==> config.mk <==
export PLATFORM = sky130hd
export DESIGN_NAME = tour_cmd_gen
export DESIGN_NICKNAME = d
export VERILOG_FILES = /design/src/rtl/tour_pkg.sv /design/src/rtl/tour_move_decode.sv /design/src/rtl/tour_cmd_gen.sv
export SDC_FILE = /design/constraint.sdc
export NUM_CORES = 1
export LEC_CHECK = 0
export BUFFER_PORTS_ARGS = -buffer_cell sky130_fd_sc_hd__buf_2
export CAP_MARGIN = 10
export CELL_PAD_IN_SITES_DETAIL_PLACEMENT = 0
export CELL_PAD_IN_SITES_GLOBAL_PLACEMENT = 1
export CORE_AREA = 3 3 66 68
export CTS_CLUSTER_DIAMETER = 60
export DETAILED_ROUTE_END_ITERATION = 10
export DIE_AREA = 0 0 69 71
export PLACE_DENSITY = 0.79
export SYNTH_ARGS = -nofsm -noshare
export SYNTH_HDL_FRONTEND = slang
export SYNTH_SLANG_ARGS = --single-unit
==> constraint.sdc <==
create_clock -name clk -period 5.3 [get_ports clk]
set_input_delay 1.06 -clock clk [delete_from_list [all_inputs] [get_ports clk]]
set_output_delay 1.06 -clock clk [all_outputs]
set_load 0.02 [all_outputs]
==> src/rtl/tour_pkg.sv <==
`default_nettype none
// ============================================================================
//  Module      : tour_pkg
//  Description : Shared definitions for the knight-tour command generator.
//                Holds the command opcodes, heading codes, host response
//                codes, the tour state enum and a one-hot test helper.
//  Revision    : 1.0  initial release
// ============================================================================
package tour_pkg;

   // Command opcodes (upper nibble of the 16-bit command word)
   localparam logic [3:0] OP_VERT = 4'h4;
   localparam logic [3:0] OP_HORZ = 4'h5;

   // Headings (middle byte of the command word)
   localparam logic [7:0] HDG_N = 8'h7F;
   localparam logic [7:0] HDG_S = 8'h00;
   localparam logic [7:0] HDG_W = 8'h3F;
   localparam logic [7:0] HDG_E = 8'hBF;

   // Response bytes returned to the host
   localparam logic [7:0] RESP_DONE = 8'hA5;
   localparam logic [7:0] RESP_BUSY = 8'h5A;

   typedef enum logic [2:0] {
      IDLE  = 3'd0,
      LEG1  = 3'd1,
      HOLD1 = 3'd2,
      LEG2  = 3'd3,
      HOLD2 = 3'd4
   } tour_state_e;

   // True when exactly one bit of v is set
   function automatic logic is_onehot8(input logic [7:0] v);
      return (v != 8'h00) && ((v & (v - 8'h01)) == 8'h00);
   endfunction

endpackage
`default_nettype wire

==> src/rtl/tour_move_decode.sv <==
`default_nettype none
// ============================================================================
//  Module      : tour_move_decode
//  Description : Combinational translation of a one-hot knight move into a
//                single-leg movement command {opcode, heading, squares}.
//  Ports       : move_i   [7:0]  one-hot knight move
//                vert_i          1 = vertical leg, 0 = horizontal leg
//                invert_i        1 = reverse heading (undo direction)
//                cmd_o    [15:0] command word
//  Revision    : 1.0  initial release
// ============================================================================
module tour_move_decode
   import tour_pkg::*;
(
   input  logic [7:0]  move_i,
   input  logic        vert_i,
   input  logic        invert_i,
   output logic [15:0] cmd_o
);

   logic [3:0] opcode;
   logic [7:0] heading_raw;
   logic [7:0] heading;
   logic [3:0] squares;

   always_comb begin
      if (vert_i) begin
         opcode      = OP_VERT;
         heading_raw = (|move_i[6:3]) ? HDG_N : HDG_S;
         squares     = (|{move_i[5:4], move_i[1:0]}) ? 4'd2 : 4'd1;
      end else begin
         opcode      = OP_HORZ;
         heading_raw = (|move_i[4:1]) ? HDG_W : HDG_E;
         squares     = (|{move_i[7:6], move_i[3:2]}) ? 4'd2 : 4'd1;
      end
   end

   // Undo drives the same leg in the opposite direction: swap N/S and W/E
   always_comb begin
      heading = heading_raw;
      if (invert_i) begin
         unique case (heading_raw)
            HDG_N:   heading = HDG_S;
            HDG_S:   heading = HDG_N;
            HDG_W:   heading = HDG_E;
            HDG_E:   heading = HDG_W;
            default: heading = heading_raw;
         endcase
      end
   end

   assign cmd_o = {opcode, heading, squares};

endmodule
`default_nettype wire

==> src/rtl/tour_cmd_gen.sv <==
`default_nettype none
// ============================================================================
//  Module      : tour_cmd_gen
//  Description : Replays (or undoes) a knight's tour as a stream of leg
//                commands. Each move becomes two commands, one vertical and
//                one horizontal, handed to the command processor with a
//                cmd_rdy / clr_cmd_rdy / send_resp handshake. In IDLE the
//                host command channel passes straight through.
//  Ports       : clk, rst                 clock, sync active-high reset
//                start_tour, reverse      start pulse, direction (1 = undo)
//                abort                    terminate tour immediately
//                move [7:0]               one-hot move at mv_indx
//                cmd_UART, cmd_rdy_UART   host command channel
//                clr_cmd_rdy, send_resp   command processor handshake
//                cmd, cmd_rdy             command to command processor
//                mv_indx                  current move index
//                resp [7:0]               response byte to host
//                busy, tour_done, move_err status
//  Revision    : 1.0  initial release
// ============================================================================
module tour_cmd_gen
   import tour_pkg::*;
#(
   parameter int NUM_MOVES = 24,
   parameter int IDX_W     = $clog2(NUM_MOVES),
   parameter int CMD_W     = 16
) (
   input  logic             clk,
   input  logic             rst,
   input  logic             start_tour,
   input  logic             reverse,
   input  logic             abort,
   input  logic [7:0]       move,
   input  logic [CMD_W-1:0] cmd_UART,
   input  logic             cmd_rdy_UART,
   input  logic             clr_cmd_rdy,
   input  logic             send_resp,
   output logic [CMD_W-1:0] cmd,
   output logic             cmd_rdy,
   output logic [IDX_W-1:0] mv_indx,
   output logic [7:0]       resp,
   output logic             busy,
   output logic             tour_done,
   output logic             move_err
);

   localparam logic [IDX_W-1:0] IDX_MIN = '0;
   localparam logic [IDX_W-1:0] IDX_MAX = IDX_W'(NUM_MOVES - 1);

   tour_state_e      state_q, state_d;
   logic [IDX_W-1:0] idx_q, idx_d;
   logic             rev_q, rev_d;

   logic             in_leg1;
   logic             leg_vert;
   logic             at_last;
   logic             move_ok;
   logic [15:0]      leg_cmd;

   // Forward: first leg vertical. Undo retraces the move backwards, so the
   // horizontal leg comes first.
   assign in_leg1  = (state_q == LEG1) || (state_q == HOLD1);
   assign leg_vert = in_leg1 ^ rev_q;
   assign at_last  = (idx_q == (rev_q ? IDX_MIN : IDX_MAX));
   assign move_ok  = is_onehot8(move);
   assign mv_indx  = idx_q;

   tour_move_decode u_decode (
      .move_i   (move),
      .vert_i   (leg_vert),
      .invert_i (rev_q),
      .cmd_o    (leg_cmd)
   );

   always_ff @(posedge clk) begin
      if (rst) begin
         state_q <= IDLE;
         idx_q   <= '0;
         rev_q   <= 1'b0;
      end else begin
         state_q <= state_d;
         idx_q   <= idx_d;
         rev_q   <= rev_d;
      end
   end

   always_comb begin
      state_d   = state_q;
      idx_d     = idx_q;
      rev_d     = rev_q;
      cmd       = CMD_W'(leg_cmd);
      cmd_rdy   = 1'b0;
      resp      = RESP_BUSY;
      busy      = 1'b1;
      tour_done = 1'b0;
      move_err  = 1'b0;

      unique case (state_q)
         IDLE: begin
            cmd     = cmd_UART;
            cmd_rdy = cmd_rdy_UART;
            resp    = RESP_DONE;
            busy    = 1'b0;
            if (start_tour) begin
               rev_d   = reverse;
               idx_d   = reverse ? IDX_MAX : IDX_MIN;
               state_d = LEG1;
            end
         end
         LEG1: begin
            // A corrupt move is caught before any command is offered
            if (!move_ok) begin
               move_err = 1'b1;
               state_d  = IDLE;
            end else begin
               cmd_rdy = 1'b1;
               if (clr_cmd_rdy) state_d = HOLD1;
            end
         end
         HOLD1: begin
            if (send_resp) state_d = LEG2;
         end
         LEG2: begin
            cmd_rdy = 1'b1;
            if (at_last) resp = RESP_DONE;
            if (clr_cmd_rdy) state_d = HOLD2;
         end
         HOLD2: begin
            if (at_last) resp = RESP_DONE;
            if (send_resp) begin
               if (at_last) begin
                  tour_done = 1'b1;
                  state_d   = IDLE;
               end else begin
                  idx_d   = rev_q ? (idx_q - IDX_W'(1)) : (idx_q + IDX_W'(1));
                  state_d = LEG1;
               end
            end
         end
         default: state_d = IDLE;
      endcase

      // abort wins over everything: index and direction are frozen
      if (abort) begin
         state_d   = IDLE;
         idx_d     = idx_q;
         rev_d     = rev_q;
         tour_done = 1'b0;
         move_err  = 1'b0;
      end
   end

endmodule
`default_nettype wire
Word-level counts from Yosys, hierarchy flattened --
Cells that the tools add are included.
Cells by class: add/sub/neg operators 3, equality and inequality tests 14, multiplexer cells 37, bitwise gates (word level) 3, reductions and logical operators 16
Operators with widths (count):
- 8-bit 2-to-1 mux | 4
- 8-bit case mux with 4 select lines | 1
- 5-bit 2-to-1 mux | 6
- 3-bit 2-to-1 mux | 6
- 8-bit logical NOT | 2
- 16-bit 2-to-1 mux | 1
- 8-bit case mux with 2 select lines | 1
- 4-bit OR reduction | 4
- 3-bit case mux with 5 select lines | 1
- 1-bit 2-to-1 mux | 11
- 2-bit != test, second input constant | 5
- 5-bit case mux with 2 select lines | 1
- 5-bit AND reduction | 2
- 8-bit AND | 1
- 8-bit by 6-bit equality test with 1-bit output, second input constant | 1
- 8-bit by 7-bit equality test with 1-bit output, second input constant | 1
- 8-bit equality test, second input constant | 1
- 8-bit nonzero test | 1
- 8-bit by 1-bit subtractor with 8-bit output, second input constant | 1
- 7-bit 2-to-1 mux | 1
- 3-bit by 2-bit equality test with 1-bit output, second input constant | 2
- 5-bit by 1-bit adder with 5-bit output, second input constant | 1
- 5-bit equality test | 1
- 5-bit by 1-bit subtractor with 5-bit output, second input constant | 1
- other kinds (14) | 16
Storage, ports and cells: bits in registers 9, input bits 32, output and inout port bits 33, word-level logic and storage cells 76

Depth between registers and ports, before layout --
Gate-level depths: netlist (run 1).
word-level depth 8, mapped depth 8, depth with buffers taken out 7

Cells and area by module --
A second synthesis (run 1) with hierarchy kept.
Second synthesis, totals: cells, all modules 158, area, all modules 1291.2 um^2
By module, submodules not included:
- tour_cmd_gen | times used 1, cells each 132, area each 1082.3 um^2, sequential area each 180.2 um^2
- tour_move_decode | times used 1, cells each 26, area each 209.0 um^2, sequential area each 0.0 um^2

Worst setup path after synthesis (run 1) --
Ideal clock, no wire load.
path type input to output, from in move[6], to out cmd[4], arrival 2.315 ns, data required time 4.240 ns, path slack 1.925 ns, stages on the path 5, path buffers 0, path through or4_1 nand3_1 o41ai_1 a21oi_1 a21o_1
Between the ends: cells in the longest elaborated chain, start to end 7, elaborated cells on any way between the ends 10, classes of those cells 3 x eq/ne; 5 x mux; 2 x reduce/logical
RTL lines:
- from (decl) | line tour_cmd_gen.sv:33 | input logic [7:0] move,
- 4-bit OR reduction * | line tour_move_decode.sv:29 | heading_raw = (|move_i[6:3]) ? HDG_N : HDG_S;
- 7-bit 2-to-1 mux * | line tour_move_decode.sv:29
- 8-bit 2-to-1 mux * | line tour_move_decode.sv:27 | if (vert_i) begin
- 8-bit equality test (tied with other cells) | line tour_move_decode.sv:42 | unique case (heading_raw)
- 8-bit case mux with 4 select lines | line tour_move_decode.sv:42
- 8-bit 2-to-1 mux * | line tour_move_decode.sv:41 | if (invert_i) begin
- 16-bit 2-to-1 mux * | line tour_cmd_gen.sv:98 | unique case (state_q)
- to (decl) | line tour_cmd_gen.sv:38 | output logic [CMD_W-1:0] cmd,
Every way passes the cells marked *; elsewhere a longest branch is shown, timed or not.

Final worst setup path (run 1) --
from in move[6], to out cmd[6]
The elaborated chain is that of the path after synthesis.

==> impl_metrics.yaml, run 1 <==
run_status:
  status: "completed"
timing:
  setup_tns_ns: 0
  max_freq_mhz: 268
  worstMarginPinSlew_ns: 0.841
  maxSlewViolCount: 0
  fin_ws_ns: 1.57
  relSlewSlack: 0.439
  whs_ns: 0.491
  setup_viol: 0
  timing.final.crit_share: 0.703
  fin_crit_ns: 3.73
  hold_viol: 0
  finalClockSkew_ns: 0.000583
  rsz0062_at_grt: "no"
synthesis:
  synth_cell_types: 49
  syn_nets: 209
  synth_area_mm2: 0.00120
  synthFlopType: "dfxtp_1"
  synthTopCellsByArea: "dfxtp_1, nor2_1, a21o_1"
  synth_edf_count: 0
  yosysMostFrequentCell: "nor2_1"
  ys_seq_area_frac: 0.150
  ys_ff_latch: 9
  synth_common_cells: "nor2_1, nand2_1, a21o_1, a21oi_1, dfxtp_1"
  synth_top_cell_by_area: "dfxtp_1"
  postSynthAreaPerCell_um2: 6.96
  synthCells: 173
  synth_top_area_share: 0.150
  yosys_warnings: 0
  synthArstFlopShare: 0
cts:
  path_clk_slew_ns: 0.04
  htree_levels: 1
  clkLatencyLatePin_ns: 0.23
  cts_tree: "done"
  cts_made_buffers: 3
  root_buffer: "clkbuf_8"
  cts.sinks: 9
  clockBufferDepth: 2
  cts_setup_buffers: 0
  post_cts_resized: 0
  cts_hold_buf: 0
worst_setup_path:
  startpoint_type: "input pin"
  crit_start: "move[6]"
  path_max_fanout: 6
  crit_buf_inv: 2
  endpoint: "cmd[6]"
  timing.rr.start: "rev_q"
  worstSetupEndpointType: "primary output"
  crit_family: "simple AND/OR/NAND/NOR gates"
  critical_path_cell_count: 7
  cp.required_ns: 4.24
  crit_type: "input pin to primary output"
  arrival_ns: 2.67
  rrSetupSlack_ns: 2.69
  cp_common_cell: "buf_2"
  cp_slowest_cell: "or4_1"
  critPathMaxStageDelay_ns: 0.59
  cp_cell_sequence: "buf_2 -> or4_1 -> nand3_1 -> o41ai_1 -> a21oi_1 -> a21o_1 -> buf_2"
  timing.rr.end: "mv_indx[4]"
  r2r_cells: 7
global_route:
  use_met2: 0.203
  top_usage_layer: "met2"
  gr-usage-met1: 0.179
  antenna_found_initial: 0
  grt_use_total: 0.132
  overflow: 0
  grt_max_degree: 27
  grt_use_met3: 0.0241
  grt_pass1_vias: 1164
  grt_first_pass_wirelength_mm: 5.33
routing:
  num_vias: 1351
  wl_per_cell_um: 12.4
  dr.pass1.iters: 4
  drtAntennaViolNets: 0
  wirelength_mm: 3.38
  drtIter0Drc: 51
  drc: 0
  vias_per_cell: 4.95
placed_design:
  dp_slack_ns: 1.56
  place_area_mm2: 0.00148
  hpwl_mm: 2.63
  io_buffers: 64
  gp_congestion: 0.773
pwr:
  intPower_w: 0.000159
  sw_frac_of_total: 0.344
  p_seq_frac: 0.316
  power_density_mw_per_mm2: 159
  clkPwrFrac: 0.328
  p_comb_frac: 0.356
  p_total_w: 0.000243
  switching_power_w: 0.0000837
  total_leakage_power_nw: 0.735
  vdd_drop_max_mv: 0.0960
floorplan:
  rows: 23
  pin_count: 65
  initial_core_util: 0.308
  die_w_um: 69
  fp.dieArea_mm2: 0.00490
  core_region_area_mm2: 0.00391
  die_h_um: 71
worst_hold_path:
  hp-class: "flop to flop"
  min_from: "mv_indx[1]"
final_layout:
  design_area_mm2: 0.00153
  n_fill_cell: 445
  syn_to_final_growth_pct: 26.7
  num_antenna_cells: 0
  nets: 260
  drive_above_1_share: 0.314
flow_run:
  maxCapViolCount: 0
-- worst min path at each step --
stage          cells after the start         end  slack [ns]
4_1_cts                            2  mv_indx[1]        0.49
3_5_place_dp                       2  mv_indx[1]        0.48
2_1_floorplan                      2  mv_indx[1]        0.55
5_1_grt                            2  mv_indx[1]        0.54
3_3_place_gp                       2  mv_indx[1]        0.48
6_report                           2  mv_indx[1]        0.49
-- logic make-up after synthesis --
family,count (synthesis),synth area share
AO/OA/AOI/OAI,44,0.253
multiplexers,5,0.0416
XOR/XNOR,4,0.0291
buffers and inverters,25,0.110
AND/OR/NAND/NOR,81,0.361
adder cells (fa/ha/maj),5,0.0561
flip-flops,9,0.150
-- layout by cell type (no fill, tap or decap), types with 2 or more instances in the layout --
cell type / instances
a21o_1: 9
a21oi_1: 9
a22oi_1: 2
a311o_1: 2
a31oi_1: 2
and2_1: 6
and4b_1: 2
buf_2: 64
clkbuf_8: 3
dfxtp_1: 9
ha_1: 3
inv_1: 7
mux2i_1: 5
nand2_1: 18
nand2b_1: 2
nand3_1: 5
nand4b_1: 4
nor2_1: 19
nor2b_1: 2
nor3_1: 4
nor4_1: 5
o21ai_0: 6
o22ai_1: 2
o311ai_0: 2
or3_1: 6
or4_1: 2
xnor2_1: 2
xor2_1: 2
-- metrics by stage --
step	utilization	instances
floorplan	-	173
global placement	0.378	269
detailed placement	0.378	269
CTS	0.390	273
global route	0.390	273
finish	0.390	273
-- worst min-delay path: stages, from the launching register on --
cell,delay (ns)
dfxtp_1,0.33
nand2_1,0.06
a21oi_1,0.05
-- power by group through the flow --
stage | clock (W) | combinational [W] | sequential [W]
floorplan | 0 | 0.0000594 | 0.0000752
global placement | 0 | 0.0000867 | 0.0000778
detailed placement | 0 | 0.0000869 | 0.0000779
CTS | 0.0000833 | 0.0000872 | 0.0000766
global route | 0.0000862 | 0.0000952 | 0.0000775
finish | 0.0000797 | 0.0000867 | 0.0000767
-- cell type report --
class	count	area, µm²	area share
clock buffers	4	45.0	0.0295
inverters	7	26.3	0.0172
multi-input cells	139	891	0.584
flip-flops and latches	9	180	0.118
well taps	50	62.6	0.0410
repair buffers	64	320	0.210
-- flip-flops by register name, summed over array words and instances, names as in the netlist --
| signal | count |
|---|---|
| mv_indx | 5 |
| rev_q | 1 |
| state_q | 3 |
-- per-layer routing --
metal	vias up	wire length, µm
met5	-	0
met1	580	1670
met2	40	1490
met4	0	36
met3	2	188
li1	729	-
Note: power is estimated with default switching activity, not from simulation.
==> run 2, diff against run 1 <==
Settings changed: CORE_AREA 3 3 66 68 to 3 3 71 73, DIE_AREA 0 0 69 71 to 0 0 74 76, PLACE_DENSITY 0.79 to 0.72.
Clock period 5.3 ns to 3 ns, I/O delays scaled along.
==> impl_metrics.yaml, run 2 (synthesized netlist as in run 1, its figures left out) <==
cts:
  cts.sinks: 9
  cts_made_buffers: 3
  clockBufferDepth: 2
  post_cts_resized: 0
  cts_hold_buf: 0
  cts_setup_buffers: 0
  path_clk_slew_ns: 0.05
  clkLatencyLatePin_ns: 0.23
  htree_levels: 1
  root_buffer: "clkbuf_8"
  cts_tree: "done"
placed_design:
  hpwl_mm: 2.80
  gp_congestion: 0.748
  dp_slack_ns: 0.215
  io_buffers: 64
  dp_cells: 275
floorplan:
  core_region_area_mm2: 0.00441
  fp.dieArea_mm2: 0.00562
  die_w_um: 74
  rows: 24
  die_h_um: 76
  pin_count: 65
  initial_core_util: 0.273
routing:
  wl_per_cell_um: 12.7
  vias_per_cell: 5.03
  wirelength_mm: 3.55
  dr.pass1.iters: 4
  drtIter0Drc: 75
  drtAntennaViolNets: 0
  drc: 0
  num_vias: 1402
timing:
  fin_ws_ns: 0.205
  relSlewSlack: 0.486
  maxSlewViolCount: 0
  hold_viol: 0
  setup_tns_ns: 0
  finalClockSkew_ns: 0.00193
  max_freq_mhz: 358
  whs_ns: 0.507
  timing.final.crit_share: 0.932
  worstMarginPinSlew_ns: 0.771
  setup_viol: 0
  fin_crit_ns: 2.80
  rsz0062_at_grt: "no"
worst_hold_path:
  min_from: "mv_indx[1]"
  hold_depth: 2
  hp-class: "flop to flop"
  hold_end: "mv_indx[1]"
worst_setup_path:
  timing.rr.end: "mv_indx[3]"
  arrival_ns: 2.20
  startpoint_type: "input pin"
  timing.rr.start: "state_q[2]"
  cp_slowest_cell: "or4_1"
  crit_type: "input pin to primary output"
  rrSetupSlack_ns: 0.68
  cp_common_cell: "buf_2"
  r2r_cells: 5
  cp.required_ns: 2.40
  crit_buf_inv: 2
  critPathMaxStageDelay_ns: 0.60
  path_max_fanout: 6
  cp_cell_sequence: "buf_2 -> or4_1 -> nand3_1 -> o41ai_1 -> a21oi_1 -> a21o_1 -> buf_2"
  crit_family: "simple AND/OR/NAND/NOR gates"
  worstSetupEndpointType: "primary output"
global_route:
  grt_use_total: 0.124
  grt_first_pass_wirelength_mm: 5.87
  antenna_found_initial: 0
  overflow: 0
  grt_max_degree: 24
  grt_pass1_vias: 1251
pwr:
  power_density_mw_per_mm2: 281
  p_total_w: 0.000437
  vdd_drop_max_mv: 0.142
  total_leakage_power_nw: 0.755
final_layout:
  layout_common_cells: "buf_2, nor2_1, nand2_1"
  nets: 264
  largest_register_ffs: 5
  drive_above_1_share: 0.326
  final_cells: 279
  final_common_cell: "buf_2"
  num_antenna_cells: 0
  n_fill_cell: 506
  syn_to_final_growth_pct: 29.4
flow_run:
  maxCapViolCount: 0
run_status:
  status: "completed"
-- run 2: cell types whose count changed in the layout (fill, tap and decap cells not counted) --
| cell | change |
|---|---|
| buf_4 | +4 |
-- run 2: how the worst max path moves through the flow --
stage	startpoint	endpoint	slack (ns)	cells past startpoint
2_1_floorplan	state_q[0]	cmd[10]	0.47	5
3_3_place_gp	move[6]	cmd[8]	0.24	7
3_5_place_dp	move[6]	cmd[6]	0.22	7
4_1_cts	move[6]	cmd[6]	0.21	7
5_1_grt	move[6]	cmd[6]	0.09	7
6_report	move[6]	cmd[6]	0.20	7
-- run 2: worst reg2reg max path, stage by stage (launching register included) --
cell and delay [ns]:
dfxtp_1 0.55, or4b_4 0.61, o21a_1 0.12, a311o_1 0.44, or3_1 0.38, o21ai_1 0.15
-- run 2: through the flow --
| stage | cell area, µm² | util |
|---|---|---|
| 5_1_grt | 1560 | 0.353 |
| 6_report | 1560 | 0.353 |
| 2_1_floorplan | 1200 | - |
| 3_3_place_gp | 1510 | 0.343 |
| 4_1_cts | 1560 | 0.353 |
| 3_5_place_dp | 1510 | 0.343 |
-- run 2: power by group --
| group | leakage, nW | switching (W) | internal [W] |
|---|---|---|---|
| registers | 0.0732 | 0.00000748 | 0.000124 |
| clock network | 0.0228 | 0.0000523 | 0.0000930 |
| logic | 0.659 | 0.0000932 | 0.0000676 |
| total | 0.755 | 0.000153 | 0.000284 |
-- run 2: area by class of cell --
type,count,area [µm²],share of cell area
inverter,7,26.3,0.0169
timing repair buffer,68,350,0.225
tap,52,65.1,0.0418
multi-input combinational,139,891,0.572
sequential,9,180,0.116
clock buffer,4,45.0,0.0289
-- run 2: per-layer routing --
layer | track usage | vias up | part of all wire
li1 | - | 736 | -
met1 | 0.176 | 623 | 0.48
met2 | 0.194 | 39 | 0.45
met3 | 0.0145 | 4 | 0.059
met4 | 0.0326 | 0 | 0.013
met5 | 0 | - | 0
